**config.mk**
```make
export PLATFORM = sky130hd
export DESIGN_NAME = cpu_core_pipe_flat
export DESIGN_NICKNAME = d
export VERILOG_FILES = /design/src/rtl/cpu_pkg.sv /design/src/rtl/cpu_core_pipe_if.sv /design/src/rtl/cpu_alu.sv /design/src/rtl/cpu_core_pipe.sv /design/src/flat_wrapper.sv
export SDC_FILE = /design/constraint.sdc
export NUM_CORES = 1
export LEC_CHECK = 0
export CORE_ASPECT_RATIO = 0.5
export CORE_UTILIZATION = 25
export CTS_CLUSTER_SIZE = 14
export DETAILED_ROUTE_END_ITERATION = 10
export GPL_ROUTABILITY_DRIVEN = 1
export GPL_TIMING_DRIVEN = 0
export HOLD_SLACK_MARGIN = 0.12
export SLEW_MARGIN = 20
export SYNTH_ARGS = -nofsm -noshare
export SYNTH_HDL_FRONTEND = slang
export SYNTH_SLANG_ARGS = --single-unit
```
**constraint.sdc**
```tcl
create_clock -name clk -period 4.75 [get_ports clk]
set_input_delay 0.95 -clock clk [delete_from_list [all_inputs] [get_ports clk]]
set_output_delay 0.95 -clock clk [all_outputs]
set_load 0.05 [all_outputs]
```
**src/rtl/cpu_pkg.sv**
```systemverilog
// Shared opcodes, instruction field positions and ALU-op decode for cpu_core_pipe.
// Define CPU_SHIFT_OPS_EN to enable the sll/srl opcodes; otherwise they decode as illegal.
package cpu_pkg;

  localparam logic [5:0] OP_ADD = 6'b000000;
  localparam logic [5:0] OP_AND = 6'b000001;
  localparam logic [5:0] OP_OR  = 6'b000010;
  localparam logic [5:0] OP_NOR = 6'b000011;
  localparam logic [5:0] OP_SUB = 6'b000100;
  localparam logic [5:0] OP_SLT = 6'b000101;
  localparam logic [5:0] OP_XOR = 6'b000110;
  localparam logic [5:0] OP_SLL = 6'b000111;
  localparam logic [5:0] OP_SRL = 6'b001000;

  localparam int OP_LSB = 26;
  localparam int RS_LSB = 21;
  localparam int RT_LSB = 16;
  localparam int RD_LSB = 11;
  localparam int SH_LSB = 6;

`ifdef CPU_SHIFT_OPS_EN
  localparam bit SHIFTS_EN = 1'b1;
`else
  localparam bit SHIFTS_EN = 1'b0;
`endif

  typedef enum logic [3:0] {
    ALU_ADD, ALU_SUB, ALU_AND, ALU_OR, ALU_NOR,
    ALU_SLT, ALU_XOR, ALU_SLL, ALU_SRL, ALU_ILL
  } alu_op_e;

  function automatic alu_op_e alu_decode(input logic [5:0] op);
    case (op)
      OP_ADD:  alu_decode = ALU_ADD;
      OP_SUB:  alu_decode = ALU_SUB;
      OP_AND:  alu_decode = ALU_AND;
      OP_OR:   alu_decode = ALU_OR;
      OP_NOR:  alu_decode = ALU_NOR;
      OP_SLT:  alu_decode = ALU_SLT;
      OP_XOR:  alu_decode = ALU_XOR;
      OP_SLL:  alu_decode = SHIFTS_EN ? ALU_SLL : ALU_ILL;
      OP_SRL:  alu_decode = SHIFTS_EN ? ALU_SRL : ALU_ILL;
      default: alu_decode = ALU_ILL;
    endcase
  endfunction

endpackage

```
**src/rtl/cpu_core_pipe_if.sv**
```systemverilog
// Instruction valid/ready channel into cpu_core_pipe.
interface cpu_core_pipe_if;
  logic        ins_valid;
  logic [31:0] INS;
  logic        ins_ready;

  modport master (output ins_valid, INS, input ins_ready);
  modport slave  (input ins_valid, INS, output ins_ready);
endinterface

```
**src/rtl/cpu_alu.sv**
```systemverilog
// Combinational WIDTH-bit ALU: result, signed add/sub overflow, illegal-opcode flag.
// Shift opcodes are live only when CPU_SHIFT_OPS_EN is defined (decoded in cpu_pkg).
module cpu_alu
  import cpu_pkg::*;
#(
  parameter int WIDTH = 32
) (
  input  logic [5:0]       op,
  input  logic [WIDTH-1:0] a,
  input  logic [WIDTH-1:0] b,
  input  logic [4:0]       shamt,
  output logic [WIDTH-1:0] result,
  output logic             overflow,
  output logic             illegal
);
  localparam int SW = $clog2(WIDTH);

  alu_op_e          aop;
  logic [SW-1:0]    sh;
  logic [WIDTH-1:0] sum;
  logic [WIDTH-1:0] diff;

  always_comb begin
    aop      = alu_decode(op);
    sh       = SW'(shamt);
    sum      = a + b;
    diff     = a - b;
    result   = '0;
    overflow = 1'b0;
    illegal  = 1'b0;
    case (aop)
      ALU_ADD: begin
        result   = sum;
        overflow = (a[WIDTH-1] == b[WIDTH-1]) && (sum[WIDTH-1] != a[WIDTH-1]);
      end
      ALU_SUB: begin
        result   = diff;
        overflow = (a[WIDTH-1] != b[WIDTH-1]) && (diff[WIDTH-1] != a[WIDTH-1]);
      end
      ALU_AND: result = a & b;
      ALU_OR:  result = a | b;
      ALU_NOR: result = ~(a | b);
      ALU_SLT: result = {{(WIDTH-1){1'b0}}, ($signed(a) < $signed(b))};
      ALU_XOR: result = a ^ b;
      ALU_SLL: result = b << sh;
      ALU_SRL: result = b >> sh;
      default: illegal = 1'b1;
    endcase
  end
endmodule

```
**src/rtl/cpu_core_pipe.sv**
```systemverilog
// Two-stage (read / execute-writeback) CPU datapath with forwarding, manual load mode and debug read.
// Optional sll/srl opcodes are enabled by defining CPU_SHIFT_OPS_EN.
module cpu_core_pipe
  import cpu_pkg::*;
#(
  parameter  int WIDTH = 32,
  parameter  int NREG  = 8,
  localparam int AW    = $clog2(NREG)
) (
  input  logic             clk,
  input  logic             reset,
  input  logic             LO,
  input  logic             WR,
  input  logic [AW-1:0]    RSM,
  input  logic [WIDTH-1:0] ManIn,
  cpu_core_pipe_if.slave   ins,
  input  logic             ov_clr,
  output logic             OV,
  output logic             illegal,
  output logic             retire,
  input  logic [AW-1:0]    dbg_sel,
  output logic [WIDTH-1:0] dbg_data
);
  logic [WIDTH-1:0] regs [NREG];

  logic             s1_vld;
  logic [31:0]      s1_ins;
  logic             s2_vld;
  logic [5:0]       s2_op;
  logic [WIDTH-1:0] s2_a;
  logic [WIDTH-1:0] s2_b;
  logic [AW-1:0]    s2_rd;
  logic [4:0]       s2_sh;

  logic [AW-1:0]    s1_rs;
  logic [AW-1:0]    s1_rt;
  logic [WIDTH-1:0] opnd_a;
  logic [WIDTH-1:0] opnd_b;
  logic [WIDTH-1:0] alu_res;
  logic             alu_ov;
  logic             alu_ill;
  logic             s2_wr;
  logic             accept;
  logic             man_we;
  logic             unused_ins;

  assign ins.ins_ready = LO & reset;
  assign accept        = ins.ins_valid & ins.ins_ready;
  assign man_we        = ~LO & WR;
  assign unused_ins    = ^s1_ins;

  assign s1_rs = s1_ins[RS_LSB +: AW];
  assign s1_rt = s1_ins[RT_LSB +: AW];

  // The stage-2 result bypasses the register file so back-to-back RAW needs no bubble.
  assign opnd_a = (s2_wr && (s2_rd == s1_rs)) ? alu_res : regs[s1_rs];
  assign opnd_b = (s2_wr && (s2_rd == s1_rt)) ? alu_res : regs[s1_rt];

  cpu_alu #(.WIDTH(WIDTH)) u_alu (
    .op       (s2_op),
    .a        (s2_a),
    .b        (s2_b),
    .shamt    (s2_sh),
    .result   (alu_res),
    .overflow (alu_ov),
    .illegal  (alu_ill)
  );

  assign s2_wr    = s2_vld & ~alu_ill;
  assign retire   = s2_wr;
  assign illegal  = s2_vld & alu_ill;
  assign dbg_data = regs[dbg_sel];

  always_ff @(posedge clk or negedge reset) begin
    if (!reset) begin
      for (int i = 0; i < NREG; i++) regs[i] <= '0;
      s1_vld <= 1'b0;
      s1_ins <= '0;
      s2_vld <= 1'b0;
      s2_op  <= '0;
      s2_a   <= '0;
      s2_b   <= '0;
      s2_rd  <= '0;
      s2_sh  <= '0;
      OV     <= 1'b0;
    end else begin
      s1_vld <= accept;
      if (accept) s1_ins <= ins.INS;
      s2_vld <= s1_vld;
      if (s1_vld) begin
        s2_op <= s1_ins[OP_LSB +: 6];
        s2_a  <= opnd_a;
        s2_b  <= opnd_b;
        s2_rd <= s1_ins[RD_LSB +: AW];
        s2_sh <= s1_ins[SH_LSB +: 5];
      end
      // Manual write is ordered last so it wins a same-register collision with a drain writeback.
      if (s2_wr)  regs[s2_rd] <= alu_res;
      if (man_we) regs[RSM]   <= ManIn;
      if (s2_vld && alu_ov) OV <= 1'b1;
      else if (ov_clr)      OV <= 1'b0;
    end
  end
endmodule

```
**src/flat_wrapper.sv**
```systemverilog
// flat-port wrapper written by rule: the top's interface ports become plain ports
module cpu_core_pipe_flat import cpu_pkg::*;
#(
  parameter  int WIDTH = 32,
  parameter  int NREG  = 8,
  localparam int AW    = $clog2(NREG)
)
  (clk, reset, LO, WR, RSM, ManIn, ov_clr, OV, illegal, retire, dbg_sel, dbg_data, ins_ins_valid, ins_INS, ins_ins_ready);
  cpu_core_pipe_if ins_i ();
  input  logic clk;
  input  logic reset;
  input  logic LO;
  input  logic WR;
  input  logic [AW-1:0] RSM;
  input  logic [WIDTH-1:0] ManIn;
  input  logic ov_clr;
  output logic OV;
  output logic illegal;
  output logic retire;
  input  logic [AW-1:0] dbg_sel;
  output logic [WIDTH-1:0] dbg_data;
  input wire logic [$bits(ins_i.ins_valid)-1:0] ins_ins_valid;
  input wire logic [$bits(ins_i.INS)-1:0] ins_INS;
  output wire logic [$bits(ins_i.ins_ready)-1:0] ins_ins_ready;
  assign ins_i.ins_valid = ins_ins_valid;
  assign ins_i.INS = ins_INS;
  assign ins_ins_ready = ins_i.ins_ready;
  cpu_core_pipe #(.WIDTH(WIDTH), .NREG(NREG)) u_core (.clk(clk), .reset(reset), .LO(LO), .WR(WR), .RSM(RSM), .ManIn(ManIn), .ins(ins_i), .ov_clr(ov_clr), .OV(OV), .illegal(illegal), .retire(retire), .dbg_sel(dbg_sel), .dbg_data(dbg_data));
endmodule
```
After elaboration in Yosys (flattened, before gate mapping):

Memories as Yosys holds them, arrays and structs flattened.
Index checks and enable logic that the tools add are counted.

* memories kept: 1
* output and inout port bits: 36
* bits in read-only memories: 64
* bits in registers: 369
* logic and storage cells: 95
* input bits: 76

Memory list
* (no name shown): depth 16, width 4, rd ports 1, clocked after memory_dff 0, wr ports 0, line cpu_pkg.sv:33 `case (op)`

* bitwise operators: 15
* muxes and demuxes: 25
* $lt $le $gt $ge: 8
* $add $sub $neg: 2
* equality and inequality tests: 14
* shifts and indexed selects: 2
* reductions and logical operators: 11

Operator list (count)
* $bwmux W256: 2
* $mux W256: 2
* $mux W32: 10
* $bmux W32 S3: 3
* $pmux W32 S9: 1
* $demux W32 S3: 2
* $add A32 B32 Y32: 1
* $and A32 B32 Y32: 1
* $lt A32 B32 Y1: 1
* $not A32 Y32: 1
* $or A32 B32 Y32: 1
* $shl A32 B5 Y32: 1
* $shr A32 B5 Y32: 1
* $sub A32 B32 Y32: 1
* $xor A32 B32 Y32: 1
* $ge A4 B4 Y1 const B: 5
* $not A3 Y4: 5
* $eq A4 B3 Y1 const B: 4
* $reduce_or A9 Y1: 1
* $eq A4 B2 Y1 const B: 2
* $lt A4 B1 Y1 const B: 2
* $logic_and A1 B1 Y1: 7
* $eq A3 B3 Y1: 2
* $and A1 B1 Y1: 5
* other kinds (11): 15

Logic depth before layout (Yosys ltp):

* depth after elaboration: 9
* mapped depth: 15
* gate-level depth less buffers: 12

By module:

Synthesis repeated with hierarchy kept, for this count alone.

* cell total of the unflattened synthesis: 3138
* area, all modules: 30739.5 µm²

Modules (own cells, without submodules)
* cpu_core_pipe: instances 1, area an instance 21982.3 µm², seq. area each 8933.6 µm², cells an instance 1847
* cpu_alu: instances 1, area an instance 8757.1 µm², seq. area each 0.0 µm², cells an instance 1291

Worst setup path before layout:

No wires, ideal clock.

* kind: input -> output
* start: input dbg_sel[0]
* end: output dbg_data[0]
* path buffers: 2
* path slack: 0.984 ns
* data required time: 3.800 ns
* arrival: 2.816 ns
* stages: 4
* path through: clkbuf_1 -> buf_1 -> mux4_2 -> mux2_2

* cells in the longest elaborated chain, start to end: 4

RTL lines
* from (decl): line flat_wrapper.sv:20 `input logic [AW-1:0] dbg_sel;`
* $not A3 Y4 (implied by the code): line cpu_core_pipe.sv:72 `assign dbg_data = regs[dbg_sel];`
* $bmux W32 S3: line cpu_core_pipe.sv:72
* $mux W32 (implied by the code) (2 in series): line cpu_core_pipe.sv:72
* to (decl): line flat_wrapper.sv:21 `output logic [WIDTH-1:0] dbg_data;`

No other way between the ends. The select of a mux whose other input is x is not followed.

Final worst setup path:

* start: register u_core.s2_b[11]
* end: register u_core.s2_b[26]

* cells in the longest elaborated chain, start to end: 3
* elaborated cells between the ends (all ways): 6
* classes of those cells: add/sub (2); shift (2); mux (2)

RTL lines
* from (decl): line cpu_core_pipe.sv:31 `logic [WIDTH-1:0] s2_b;`
* from (signal assigned): line cpu_core_pipe.sv:93 `s2_b <= opnd_b;`
* $sub A32 B32 Y32 (tied with other cells): line cpu_alu.sv:27 `diff = a - b;`
* $pmux W32 S9 *: line cpu_alu.sv:31 `case (aop)`
* $mux W32 *: line cpu_core_pipe.sv:57 `assign opnd_b = (s2_wr && (s2_rd == s1_rt)) ? alu_res : regs[s1_rt];`

Mark *: on every way between the ends. The rest lies on a longest branch, timed or not.
A chain may end at the register's enable or synchronous reset.

==> flow_metrics.py <==
metrics = {
    "placement": {
        "portBuffers": 66,
        "place_hpwl_mm": 123.3,
        "finalWeightedCongestion": 1.035,
    },
    "logic_synthesis": {
        "avgSynthCellArea_um2": 9.291,
        "synthTopCellsByArea": "dfrtp_1 29%, mux4_2 18%, mux2i_1 6.2%, o21ai_0 5.1%, nand2_1 4.9%",
        "ys_types": 101,
        "synth_edf_count": 0,
        "ys_seq_elements": 357,
        "syn_nets": 3531,
        "synth_common_cells": "408 x nand2_1, 357 x dfrtp_1, 319 x o21ai_0",
        "seq_area_frac_synth_pct": 28.67,
        "yosysMostFrequentCell": "nand2_1",
        "synth-async-reset-ratio_pct": 100.0,
        "yosysTopAreaCell": "dfrtp_1",
        "synth_ff_type": "dfrtp_1",
        "synth_top_area_share_pct": 28.67,
        "synthesis.area_um2": 31160,
        "synth_warnings": 0,
        "syn_inst": 3354,
    },
    "floorplan": {
        "start_util_pct": 25.25,
        "core-area_um2": 123400,
        "die_w_um": 501.3,
        "dieHeight_um": 251.6,
        "die_area_um2": 126100,
        "num_rows": 91,
        "ios": 112,
    },
    "detailed_routing": {
        "post_drt_wl_per_cell_um": 31.31,
        "antenna_left": 0,
        "num_vias": 31950,
        "vias_per_cell": 6.161,
        "drt-pass1-iter-count": 8,
        "routed_wl_mm": 162.3,
        "drtIter0Drc": 5442,
        "route.detailed.drc": 0,
    },
    "finish": {
        "nets": 3655,
        "fillers": 12950,
        "area_growth_pct": 14.52,
        "drive_above_1_share_pct": 16.24,
    },
    "timing": {
        "setup_viol": 4,
        "hold_viol_final": 0,
        "fin_crit_sh_pct": 101.0,
        "fin_skew_ns": 0.02710,
        "period_needed_ns": 4.796,
        "finalWorstSetupSlack_ns": -0.04648,
        "slew_viol_final": 0,
        "worstMarginPinSlew_ns": 1.319,
        "tns_ns": -0.1258,
        "fmax_mhz": 208.5,
        "max-slew-margin-rel_pct": 11.90,
        "rsz0062_at_grt": "false",
    },
    "worst_setup_path": {
        "worstPathArrival_ns": 5.25,
        "path_max_fanout": 10,
        "crit_path_end_kind": "flop",
        "crit_path_start_kind": "flop",
        "crit_required_ns": 5.20,
        "path_class": "flop to flop",
    },
    "power_and_ir_drop": {
        "p_switching_mw": 12.45,
        "ir_worst_vdd_mv": 0.2862,
        "swShare_pct": 52.10,
        "power.density_nw_per_um2": 669.6,
        "seqPwrFrac_pct": 23.9,
        "p_total_mw": 23.89,
        "p_comb_share_pct": 61.9,
        "p_leak_nw": 13.51,
        "power_frac_clock_pct": 14.2,
        "p_int_mw": 11.44,
    },
    "worst_hold_path": {
        "hp-class": "primary input to async pin",
    },
    "clock_tree": {
        "clock-sinks": 357,
        "clock-root-buffer": "clkbuf_16",
        "clock_path_buffers": 3,
        "clk_latency_ns": 0.62,
        "path_clk_slew_ns": 0.06,
        "cts_inserted_buffers": 42,
        "cts_max_level": 2,
        "hold_buffers": 0,
        "cts_tree": "yes",
    },
    "run": {
        "maxCapViolCount": 0,
    },
    "global_routing": {
        "track_usage_pct": 24.99,
        "grt_pass1_wl_mm": 228.7,
        "antenna_found_initial": 14,
        "grt_pass1_vias": 30320,
        "grt_overflow": 0,
        "grt_start_max_net_pins": 92,
    },
    "status": {
        "violations": "negative setup slack",
        "outcome": "finished with violations",
    },
}
[final timing paths]
path	startpoint	endpoint	slack, ns	cells after the start
min	reset	u_core.s2_a[3]	0.34	1
max in group asynchronous	reset	u_core.regs[28]	2.88	4
max	u_core.s2_b[11]	u_core.s2_b[26]	-0.05	14
min in group clk	u_core.s1_ins[26]	u_core.s2_op[0]	0.50	2
max reg2reg	u_core.s2_b[11]	u_core.s2_b[26]	-0.05	14
min reg2reg	u_core.s1_ins[26]	u_core.s2_op[0]	0.50	2
[kinds of logic (layout without fill, tap and decap cells)]
| kind of cell | after synthesis | after routing | share of synthesized area, % |
|---|---|---|---|
| fa+ha+maj | 101 | 101 | 4.104 |
| mux | 530 | 530 | 27.53 |
| flops | 357 | 357 | 28.67 |
| buf+inv | 425 | 575 | 5.621 |
| compound gates | 1032 | 1032 | 20.73 |
| simple gates | 898 | 898 | 13.03 |
| other cells | 0 | 7 | 0 |
| xor+xnor | 11 | 11 | 0.3092 |
[registers in the layout, summed over array words and instances, names as in the netlist, 3 cells and up]
name / count
u_core.s2_b: 32
u_core.regs: 256
u_core.s2_sh: 5
u_core.s2_rd: 3
u_core.s2_op: 6
u_core.s1_ins: 20
u_core.s2_a: 32
[critical path, cell delays in order, from the launching register on]
cell	delay (ns)
dfrtp_1	0.56
clkbuf_2	0.47
inv_1	0.15
ha_1	0.30
buf_2	0.18
o21a_1	0.14
nor2_1	0.04
o31a_1	0.35
or4b_1	0.63
a21oi_1	0.42
o311ai_1	0.28
o311a_1	0.38
buf_2	0.21
o31ai_1	0.41
o21ai_1	0.11
[routing by layer]
metal  share of wire [%]  global-route usage, %  up-vias  wire length, um
met1                  38                  32.18    15970            61170
met5               0.016                      0        -               26
met3                  13                  6.525      558            20440
met2                  43                  37.58     2553            69960
met4                 6.6                  14.89        6            10740
li1                    -                      -    12860                -
[area by class of cell]
class	instances	area (um2)	share of cell area [%]
clock inverter	8	165.2	0.4628
multi-input combinational	2572	20590	57.69
buffer	317	1386	3.885
antenna	7	17.52	0.04909
inverter	107	401.6	1.126
tap	1674	2095	5.870
clock buffer	62	1207	3.384
timing repair buffer	81	888.4	2.489
sequential	357	8936	25.04
[cells in the final DEF, fill, tap and decap left out, types with 12 or more instances in the layout]
cell type        instances
inv_1                  102
clkbuf_16               43
nand2_1                407
buf_4                   12
a221oi_1                23
mux2i_1                192
a31oi_1                 44
nor2b_1                 16
buf_1                   49
clkbuf_2                19
clkbuf_1               183
o2111ai_1               15
a21oi_1                200
or3_1                   33
o21ai_0                319
nor3_1                  41
ha_1                    99
and3_1                  37
nand3_1                 48
a21o_1                  34
nand2b_1                20
mux4_2                 248
buf_2                   67
a211oi_1                26
o21ai_1                109
o22ai_1                 21
o31ai_1                 21
o221ai_1                15
dfrtp_1                355
o211ai_1                56
clkdlybuf4s50_1         64
mux2_2                  81
nor2_1                 215
[per-stage QoR]
step	area (um2)	hold WS (ns)	cells	worst slack [ns]	util, %
after CTS	35600	0.3643	5177	-0.06986	28.85
after global routing	35680	0.3908	5183	0.01296	28.91
final	35680	0.3392	5185	-0.04648	28.91
after global placement	33920	0.4816	5094	-13.97	27.48
after floorplan	31160	0.3905	3354	0.9836	-
after detailed placement	34170	0.4901	5104	-0.3559	27.68
[timing repair]
item	CTS	global route
gates resized for setup	13	13
pin swaps	2	0
setup endpoints to repair	110	83
buffers inserted	3	2
[power by group through the flow]
stage	Clock (mW)	Sequential, mW	Combinational [mW]
finish	3.40	5.70	14.8
detailed placement	0	5.62	14.0
CTS	3.39	5.58	14.1
global placement	0	5.53	13.8
floorplan	0	4.97	9.21
global route	3.51	5.80	15.3
Note: power is estimated with default switching activity, not from simulation.
